### src/rtl/walk_phase_timer_if.sv
// Controller-side handshake bundle for the walk-phase timer.
// master drives the button and strobes; slave returns the phase status.
interface walk_phase_timer_if;
  logic       walk_btn;
  logic       start;
  logic       abort;
  logic [6:0] ten_sec;
  logic       walk_req;
  logic       walk_active;
  logic       walk_done;

  modport master (
    output walk_btn, start, abort,
    input  ten_sec, walk_req, walk_active, walk_done
  );

  modport slave (
    input  walk_btn, start, abort,
    output ten_sec, walk_req, walk_active, walk_done
  );
endinterface

### src/rtl/walk_phase_timer.sv
// Pedestrian walk-phase time base: latches a request, counts 0.1 s ticks once granted, pulses walk_done at the end.
// Outputs decode registered state, so they follow the causing input by one cycle; start/abort are strobes with no backpressure.
module walk_phase_timer #(
  parameter int CLK_HZ      = 100_000_000,
  parameter int TICK_HZ     = 10,
  parameter int PHASE_TICKS = 100
) (
  input logic               clk,
  input logic               rst_n,
  walk_phase_timer_if.slave bus
);
  localparam int              DIV      = CLK_HZ / TICK_HZ;
  localparam int              PW       = (DIV > 1) ? $clog2(DIV) : 1;
  localparam logic [PW-1:0]   DIV_LAST = PW'(DIV - 1);
  localparam logic [6:0]      TEN_LAST = 7'(PHASE_TICKS - 1);

  typedef enum logic [1:0] {
    IDLE = 2'd0,
    REQ  = 2'd1,
    WALK = 2'd2,
    DONE = 2'd3
  } state_t;

  state_t        state_q;
  state_t        state_nxt;
  logic [PW-1:0] presc_q;
  logic [6:0]    ten_q;
  logic          pending_q;
  logic          tick;
  logic          last_tick;

  assign tick      = (state_q == WALK) && (presc_q == DIV_LAST);
  assign last_tick = tick && (ten_q == TEN_LAST);

  always_ff @(posedge clk or negedge rst_n) begin
    if (!rst_n) begin
      state_q <= IDLE;
    end else begin
      state_q <= state_nxt;
    end
  end

  // A request left over from an aborted phase is replayed straight out of IDLE.
  always_comb begin
    state_nxt = state_q;
    case (state_q)
      IDLE: if (bus.walk_btn || pending_q) state_nxt = REQ;
      REQ:  if (bus.start) state_nxt = WALK;
      WALK: begin
        if (bus.abort) begin
          state_nxt = IDLE;
        end else if (last_tick) begin
          state_nxt = DONE;
        end
      end
      DONE: state_nxt = (pending_q || bus.walk_btn) ? REQ : IDLE;
      default: state_nxt = IDLE;
    endcase
  end

  always_comb begin
    bus.walk_req    = 1'b0;
    bus.walk_active = 1'b0;
    bus.walk_done   = 1'b0;
    case (state_q)
      REQ:     bus.walk_req    = 1'b1;
      WALK:    bus.walk_active = 1'b1;
      DONE:    bus.walk_done   = 1'b1;
      default: ;
    endcase
  end

  assign bus.ten_sec = ten_q;

  // Prescaler is held at zero outside WALK so the first tick lands DIV cycles after entry.
  always_ff @(posedge clk or negedge rst_n) begin
    if (!rst_n) begin
      presc_q <= '0;
    end else if ((state_q == WALK) && !tick) begin
      presc_q <= presc_q + PW'(1);
    end else begin
      presc_q <= '0;
    end
  end

  always_ff @(posedge clk or negedge rst_n) begin
    if (!rst_n) begin
      ten_q <= '0;
    end else if (state_q != WALK || bus.abort || last_tick) begin
      ten_q <= '0;
    end else if (tick) begin
      ten_q <= ten_q + 7'd1;
    end
  end

  always_ff @(posedge clk or negedge rst_n) begin
    if (!rst_n) begin
      pending_q <= 1'b0;
    end else if (state_q == WALK) begin
      if (bus.walk_btn) pending_q <= 1'b1;
    end else if (state_q == IDLE || state_q == DONE) begin
      pending_q <= 1'b0;
    end
  end
endmodule

### src/flat_wrapper.sv
// flat-port wrapper written by rule: the top's interface ports become plain ports
module walk_phase_timer_flat 
#(
  parameter int CLK_HZ      = 100_000_000,
  parameter int TICK_HZ     = 10,
  parameter int PHASE_TICKS = 100
)
  (clk, rst_n, bus_walk_btn, bus_start, bus_abort, bus_ten_sec, bus_walk_req, bus_walk_active, bus_walk_done);
  walk_phase_timer_if bus_i ();
  input logic clk;
  input logic rst_n;
  input wire logic [$bits(bus_i.walk_btn)-1:0] bus_walk_btn;
  input wire logic [$bits(bus_i.start)-1:0] bus_start;
  input wire logic [$bits(bus_i.abort)-1:0] bus_abort;
  output wire logic [$bits(bus_i.ten_sec)-1:0] bus_ten_sec;
  output wire logic [$bits(bus_i.walk_req)-1:0] bus_walk_req;
  output wire logic [$bits(bus_i.walk_active)-1:0] bus_walk_active;
  output wire logic [$bits(bus_i.walk_done)-1:0] bus_walk_done;
  assign bus_i.walk_btn = bus_walk_btn;
  assign bus_i.start = bus_start;
  assign bus_i.abort = bus_abort;
  assign bus_ten_sec = bus_i.ten_sec;
  assign bus_walk_req = bus_i.walk_req;
  assign bus_walk_active = bus_i.walk_active;
  assign bus_walk_done = bus_i.walk_done;
  walk_phase_timer #(.CLK_HZ(CLK_HZ), .TICK_HZ(TICK_HZ), .PHASE_TICKS(PHASE_TICKS)) u_core (.clk(clk), .rst_n(rst_n), .bus(bus_i));
endmodule
### config.mk
export PLATFORM = sky130hd
export DESIGN_NAME = walk_phase_timer_flat
export DESIGN_NICKNAME = d
export VERILOG_FILES = /design/src/rtl/walk_phase_timer_if.sv /design/src/rtl/walk_phase_timer.sv /design/src/flat_wrapper.sv
export SDC_FILE = /design/constraint.sdc
export NUM_CORES = 1
export LEC_CHECK = 0
export CORE_ASPECT_RATIO = 2
export CORE_MARGIN = 5
export CORE_UTILIZATION = 39
export CTS_CLUSTER_SIZE = 10
export DETAILED_ROUTE_END_ITERATION = 6
export GPL_ROUTABILITY_DRIVEN = 0
export PLACE_DENSITY = 0.57
export SYNTH_ARGS = -nofsm -noshare
export SYNTH_HDL_FRONTEND = slang
export SYNTH_SLANG_ARGS = --single-unit
### constraint.sdc
create_clock -name clk -period 1.9 [get_ports clk]
set_clock_uncertainty 0.1 [all_clocks]
set_input_delay 0.38 -clock clk [delete_from_list [all_inputs] [get_ports clk]]
set_output_delay 0.38 -clock clk [all_outputs]
set_load 0.02 [all_outputs]
After elaboration in Yosys (flattened, before gate mapping)
Cells that the tools add are included.
Word-level totals
  flip-flop bits (word level): 34
  logic and storage cells: 44
  output and inout bits: 10
Operators by class
  mux-type cells: 15
  add/subtract/negate cells: 2
  reductions and logical operators: 13
  equality and inequality tests: 10
Operator list (count)
  $add A24 B1 Y24 const B: 1
  $eq A24 B24 Y1 const B: 1
  $mux W24: 1
  $mux W7: 2
  $mux W2: 4
  $pmux W2 S4: 1
  $add A7 B1 Y7 const B: 1
  $eq A7 B7 Y1 const B: 1
  $mux W1: 7
  $ne A2 B2 Y1 const B: 3
  $eq A2 B2 Y1 const B: 2
  $logic_or A1 B1 Y1: 4
  $reduce_bool A2 Y1: 2
  $logic_and A1 B1 Y1: 3
  $ne A3 B2 Y1 const B: 1
  $reduce_and A3 Y1: 1
  $eq A2 B1 Y1 const B: 1
  $logic_not A2 Y1: 1
  $ne A2 B1 Y1 const B: 1
  $reduce_and A2 Y1: 1
  $logic_not A1 Y1: 1

Longest topological paths before layout
  word-level depth: 6
  mapped depth: 8

Worst setup path after synthesis
No wires, ideal clock.
  kind: register -> register
  start: register u_core.presc_q[0]
  end: register u_core.presc_q[14]
  arrival: 1.786 ns
  stages on the path, launching flop included: 8
  clock period less this slack: 2.007 ns
  data required time: 1.679 ns
  path slack: -0.107 ns
  path through: dfrtp_1 ha_1 and2_2 nand2_4 or4_4 nand2_1 buf_2 nor2_1
On the way
  word-level cells in the longest chain between the ends: 5
  elaborated cells on any way between the ends: 6
  classes of those cells: add/sub: 1; eq/ne: 1; mux: 1; reduce/logical: 3
RTL lines
  from (decl): line walk_phase_timer.sv:26  | logic [PW-1:0] presc_q;
  from (signal assigned): line walk_phase_timer.sv:80  | presc_q <= presc_q + PW'(1);
  branches (longest 4 deep; another with $add A24 B1 Y24)
  $mux W24 (*): line walk_phase_timer.sv:79  | end else if ((state_q == WALK) && !tick) begin
Mark *: on every way between the ends.
A chain may end at the register's enable or synchronous reset.

Worst setup path after layout
  start: register u_core.presc_q[16]
  end: register u_core.presc_q[8]
On the way
  word-level cells in the longest chain between the ends: 5
RTL lines
  $eq A24 B24 Y1: line walk_phase_timer.sv:32  | assign tick = (state_q == WALK) && (presc_q == DIV_LAST);
  $logic_and A1 B1 Y1: line walk_phase_timer.sv:32
  $logic_not A1 Y1: line walk_phase_timer.sv:79
  $logic_and A1 B1 Y1: line walk_phase_timer.sv:79
  $mux W24: line walk_phase_timer.sv:79
Every way passes these cells.

==> results summary <==
The total iterations of the first detailed-routing run is 4. The wire length per cell is 15.6 um. The detailed-route DRC error count is 0.

The count of inserted antenna diode cells came out at 0. The first-pass GRT wire length came out at 7.58 mm. Across all hold checks on the routed design, the worst slack comes to 0.405 ns.

The root buffer cell is sky130_fd_sc_hd__clkbuf_8. The first-iteration detailed-routing DRC count came out at 40. The run finished, with violations left. The top-level I/O count is 15. The via count of the first global-routing pass was 1709.

Global routing finished with a remaining overflow of 0. The power density of the placed cells came out at 824 nW/um^2. The number of antenna violations at the first check in global routing came to 0. The nature of the critical path endpoint is a register. In this run the remaining antenna-violating nets after routing total 0.

STA classifies the critical path startpoint as a register. The tightest slew margin relative to the limit came out at 0.705. The critical-path maximum fanout came out at 11.

No sink is reached through more buffers than the 2 on the longest clock path. The area growth from synthesis to layout is 38.8%. The global router's overall resource usage is 0.154. The cell with the most instances after synthesis is sky130_fd_sc_hd__nor2_1.

The H-tree was split into 2 levels. The worst register-to-register path has a depth of 6. The clock insertion delay at the later pin of the skew report is 0.28 ns. TritonCTS built the clock tree. The arrival time of the worst setup path is 2.04 ns.

Once routing completed, OpenROAD measured the worst setup slack at -0.0677 ns. The y dimension of the die is 107 um. The count of final hold-check violations is 0.

The synthesized netlist occupies a cell area of 1850 sq um. The number of max-slew violations in the final report is 0. The total number of nets in the final design is 252.

The dominant register cell in the synthesized netlist is sky130_fd_sc_hd__dfrtp_1. The async set-reset flop share out of synthesis came out at 1.00. The total area inside the core boundary comes to 4600 sq um. The final cell utilization of the core came out at 0.558.

In the synthesized netlist, the cells that appear most often are sky130_fd_sc_hd__nor2_1 (38), sky130_fd_sc_hd__dfrtp_1 (34), sky130_fd_sc_hd__nand3_1 (16), sky130_fd_sc_hd__xnor2_1 (16), sky130_fd_sc_hd__xor2_1 (12). Setup repair after global routing could not meet its margin everywhere. In the post-synthesis netlist, the biggest area contributors are sky130_fd_sc_hd__dfrtp_1 (46%), sky130_fd_sc_hd__nor2_1 (7.7%), sky130_fd_sc_hd__xnor2_1 (7.6%), sky130_fd_sc_hd__xor2_1 (5.7%), sky130_fd_sc_hd__ha_1 (4.7%). The launch point of the worst reg-to-reg path is u_core.presc_q[16]. Once placement completed, the tool counted placed cells totaling 283. Clock-pin slew was measured on the worst setup and hold paths at 0.07 ns. The share of synthesized area in the top cell type comes to 0.460. The row count came out at 35. The endpoint identified for the worst register-to-register timing path is u_core.presc_q[8].

The final reports fail on negative setup slack. The starting density of the core came out at 0.402. The worst reg-to-reg setup slack is -0.07 ns. The library cell with the largest summed area after synthesis is sky130_fd_sc_hd__dfrtp_1. The count of endpoints failing setup in the final report is 27. The total clock buffers created by CTS is 5.

The routed layout has 1583 vias. For the worst setup path, the data required time is 1.97 ns. The number of cells in the finished layout apart from fillers is 296. The post-placement cell area is 2280 sq um. The share of synthesized area occupied by flip-flops and latches came out at 0.460. The static leakage is 1.11 nW. The final clock period utilization by the worst path is 1.04.

The synthesized area per cell came out at 9.78 sq um. The transition at the pin with the smallest max-transition slack came out at 0.443 ns. The half-perimeter wire length after detailed placement is 3.30 mm. The number of synthesized register bits is 34. The floorplan step defined a die boundary enclosing 6300 sq um. The highest ir drop seen on vdd is 555 uV.

The final routed wirelength across all metal layers came out at 4.63 mm. Following the worst setup path forward leads to its endpoint at u_core.presc_q[8]. The Yosys step of the flow raised 0 warnings. The number of sinks handled by clock tree synthesis is 34. The number of buffers inserted by hold repair at cts is 0. The horizontal extent of the die came out at 58.7 um. The layout cell share with drive strength beyond 1 came out at 0.274. The count of different cell masters after synthesis came out at 33.

The classification of the worst-slack hold path is input port to async pin. The critical path starts at u_core.presc_q[16]. The synthesized net count is 201.

The count of buffers inserted at the top-level ports came out at 14. The via count normalized by instance count is 5.35. The finished cells cover 2560 sq um.

The maximum operating frequency came out at 508 MHz. The number of enable flip-flop cells after synthesis is 0. The number of instances in the synthesized netlist is 189. The design draws 2.11 mW. The max-capacitance violation count is 0. The worst setup path is of the register to register kind. Counting I/O delays and the setup requirement, the final critical path takes 1.97 ns.

The largest net degree at the start of global routing is 35.
[stage by stage]
step                TNS [ns]  setup slack (ns)
floorplan                  0           0.00224
global placement       -2.34            -0.120
detailed placement     -2.36            -0.118
CTS                  -0.0892           -0.0158
global route           -3.70            -0.143
finish                 -1.37           -0.0677
[registers in the layout, summed over array words and instances, names as in the netlist]
register and cells:
u_core.bus.ten_sec 7, u_core.pending_q 1, u_core.state_q 2, u_core.presc_q 24
[cell type report]
| class | count | area, sq um |
|---|---|---|
| well taps | 55 | 68.8 |
| flip-flops and latches | 34 | 853 |
| inverters | 6 | 22.5 |
| clock inverters | 3 | 40.0 |
| fillers | 429 | 2030 |
| multi-input cells | 146 | 1070 |
| clock buffers | 5 | 68.8 |
| repair buffers | 47 | 437 |
[cells by family (layout without fill, tap and decap cells)]
| family | Yosys count | count (layout) | share of synthesized area |
|---|---|---|---|
| AOI/OAI and AO/OA | 7 | 8 | 0.0332 |
| xor gates and xnor gates | 28 | 28 | 0.133 |
| adders and majority gates | 7 | 7 | 0.0474 |
| buffers and inverters | 10 | 61 | 0.0257 |
| DFF | 34 | 34 | 0.460 |
| and+or+nand+nor | 103 | 103 | 0.301 |
[routing by layer]
layer | GRT usage | up-vias | routed length, um
li1 | - | 752 | -
met1 | 0.157 | 797 | 1720
met2 | 0.301 | 26 | 2700
met3 | 0.0240 | 8 | 112
met4 | 0.0519 | 0 | 89
met5 | 0 | - | 0
[how the worst min path moves through the flow]
stage	to	cells after the start	slack (ns)
final	u_core.bus.ten_sec[6]	2	0.41
after global routing	u_core.presc_q[22]	2	0.46
after CTS	u_core.pending_q	2	0.41
after detailed placement	u_core.pending_q	2	0.39
after global placement	u_core.pending_q	2	0.38
after floorplan	u_core.bus.ten_sec[0]	0	-0.02
[critical path, stage by stage, from the launching register on]
cell and delay (ns):
sky130_fd_sc_hd__dfrtp_1 0.39, sky130_fd_sc_hd__nor4_1 0.31, sky130_fd_sc_hd__nand4b_1 0.13, sky130_fd_sc_hd__or4_4 0.56, sky130_fd_sc_hd__nand2_4 0.14, sky130_fd_sc_hd__clkbuf_16 0.17
sky130_fd_sc_hd__nor2_1 0.05
[repair_timing]
item	in CTS	in global routing
setup buffers	0	2
endpoints found under the setup margin	34	34
cloned	1	2
resized for setup	7	25
pin swaps	7	13
[cell usage in the layout, fill, tap and decap left out, types with 3 or more instances in the layout]
cell / Yosys / routed
sky130_fd_sc_hd__dfrtp_1: 34 / 32
sky130_fd_sc_hd__buf_4: 0 / 30
sky130_fd_sc_hd__nor2_1: 38 / 27
sky130_fd_sc_hd__nand3_1: 16 / 16
sky130_fd_sc_hd__xnor2_1: 16 / 16
sky130_fd_sc_hd__xor2_1: 12 / 12
sky130_fd_sc_hd__nor2_4: 0 / 10
sky130_fd_sc_hd__clkdlybuf4s50_1: 0 / 9
sky130_fd_sc_hd__nand2_1: 8 / 7
sky130_fd_sc_hd__inv_1: 6 / 6
sky130_fd_sc_hd__and3_1: 6 / 6
sky130_fd_sc_hd__nor3_1: 6 / 6
sky130_fd_sc_hd__and4_1: 6 / 5
sky130_fd_sc_hd__nand4_1: 5 / 5
sky130_fd_sc_hd__ha_1: 7 / 5
sky130_fd_sc_hd__clkbuf_8: 0 / 5
sky130_fd_sc_hd__nor4_1: 4 / 3
sky130_fd_sc_hd__a21oi_1: 3 / 3
sky130_fd_sc_hd__dlygate4sd2_1: 0 / 3
[where the power goes]
| group | total (mW) | switching, mW | internal [mW] |
|---|---|---|---|
| clock | 0.643 | 0.257 | 0.386 |
| combinational | 0.676 | 0.359 | 0.318 |
| sequential | 0.794 | 0.0315 | 0.763 |
Note: power is estimated with default switching activity, not from simulation.
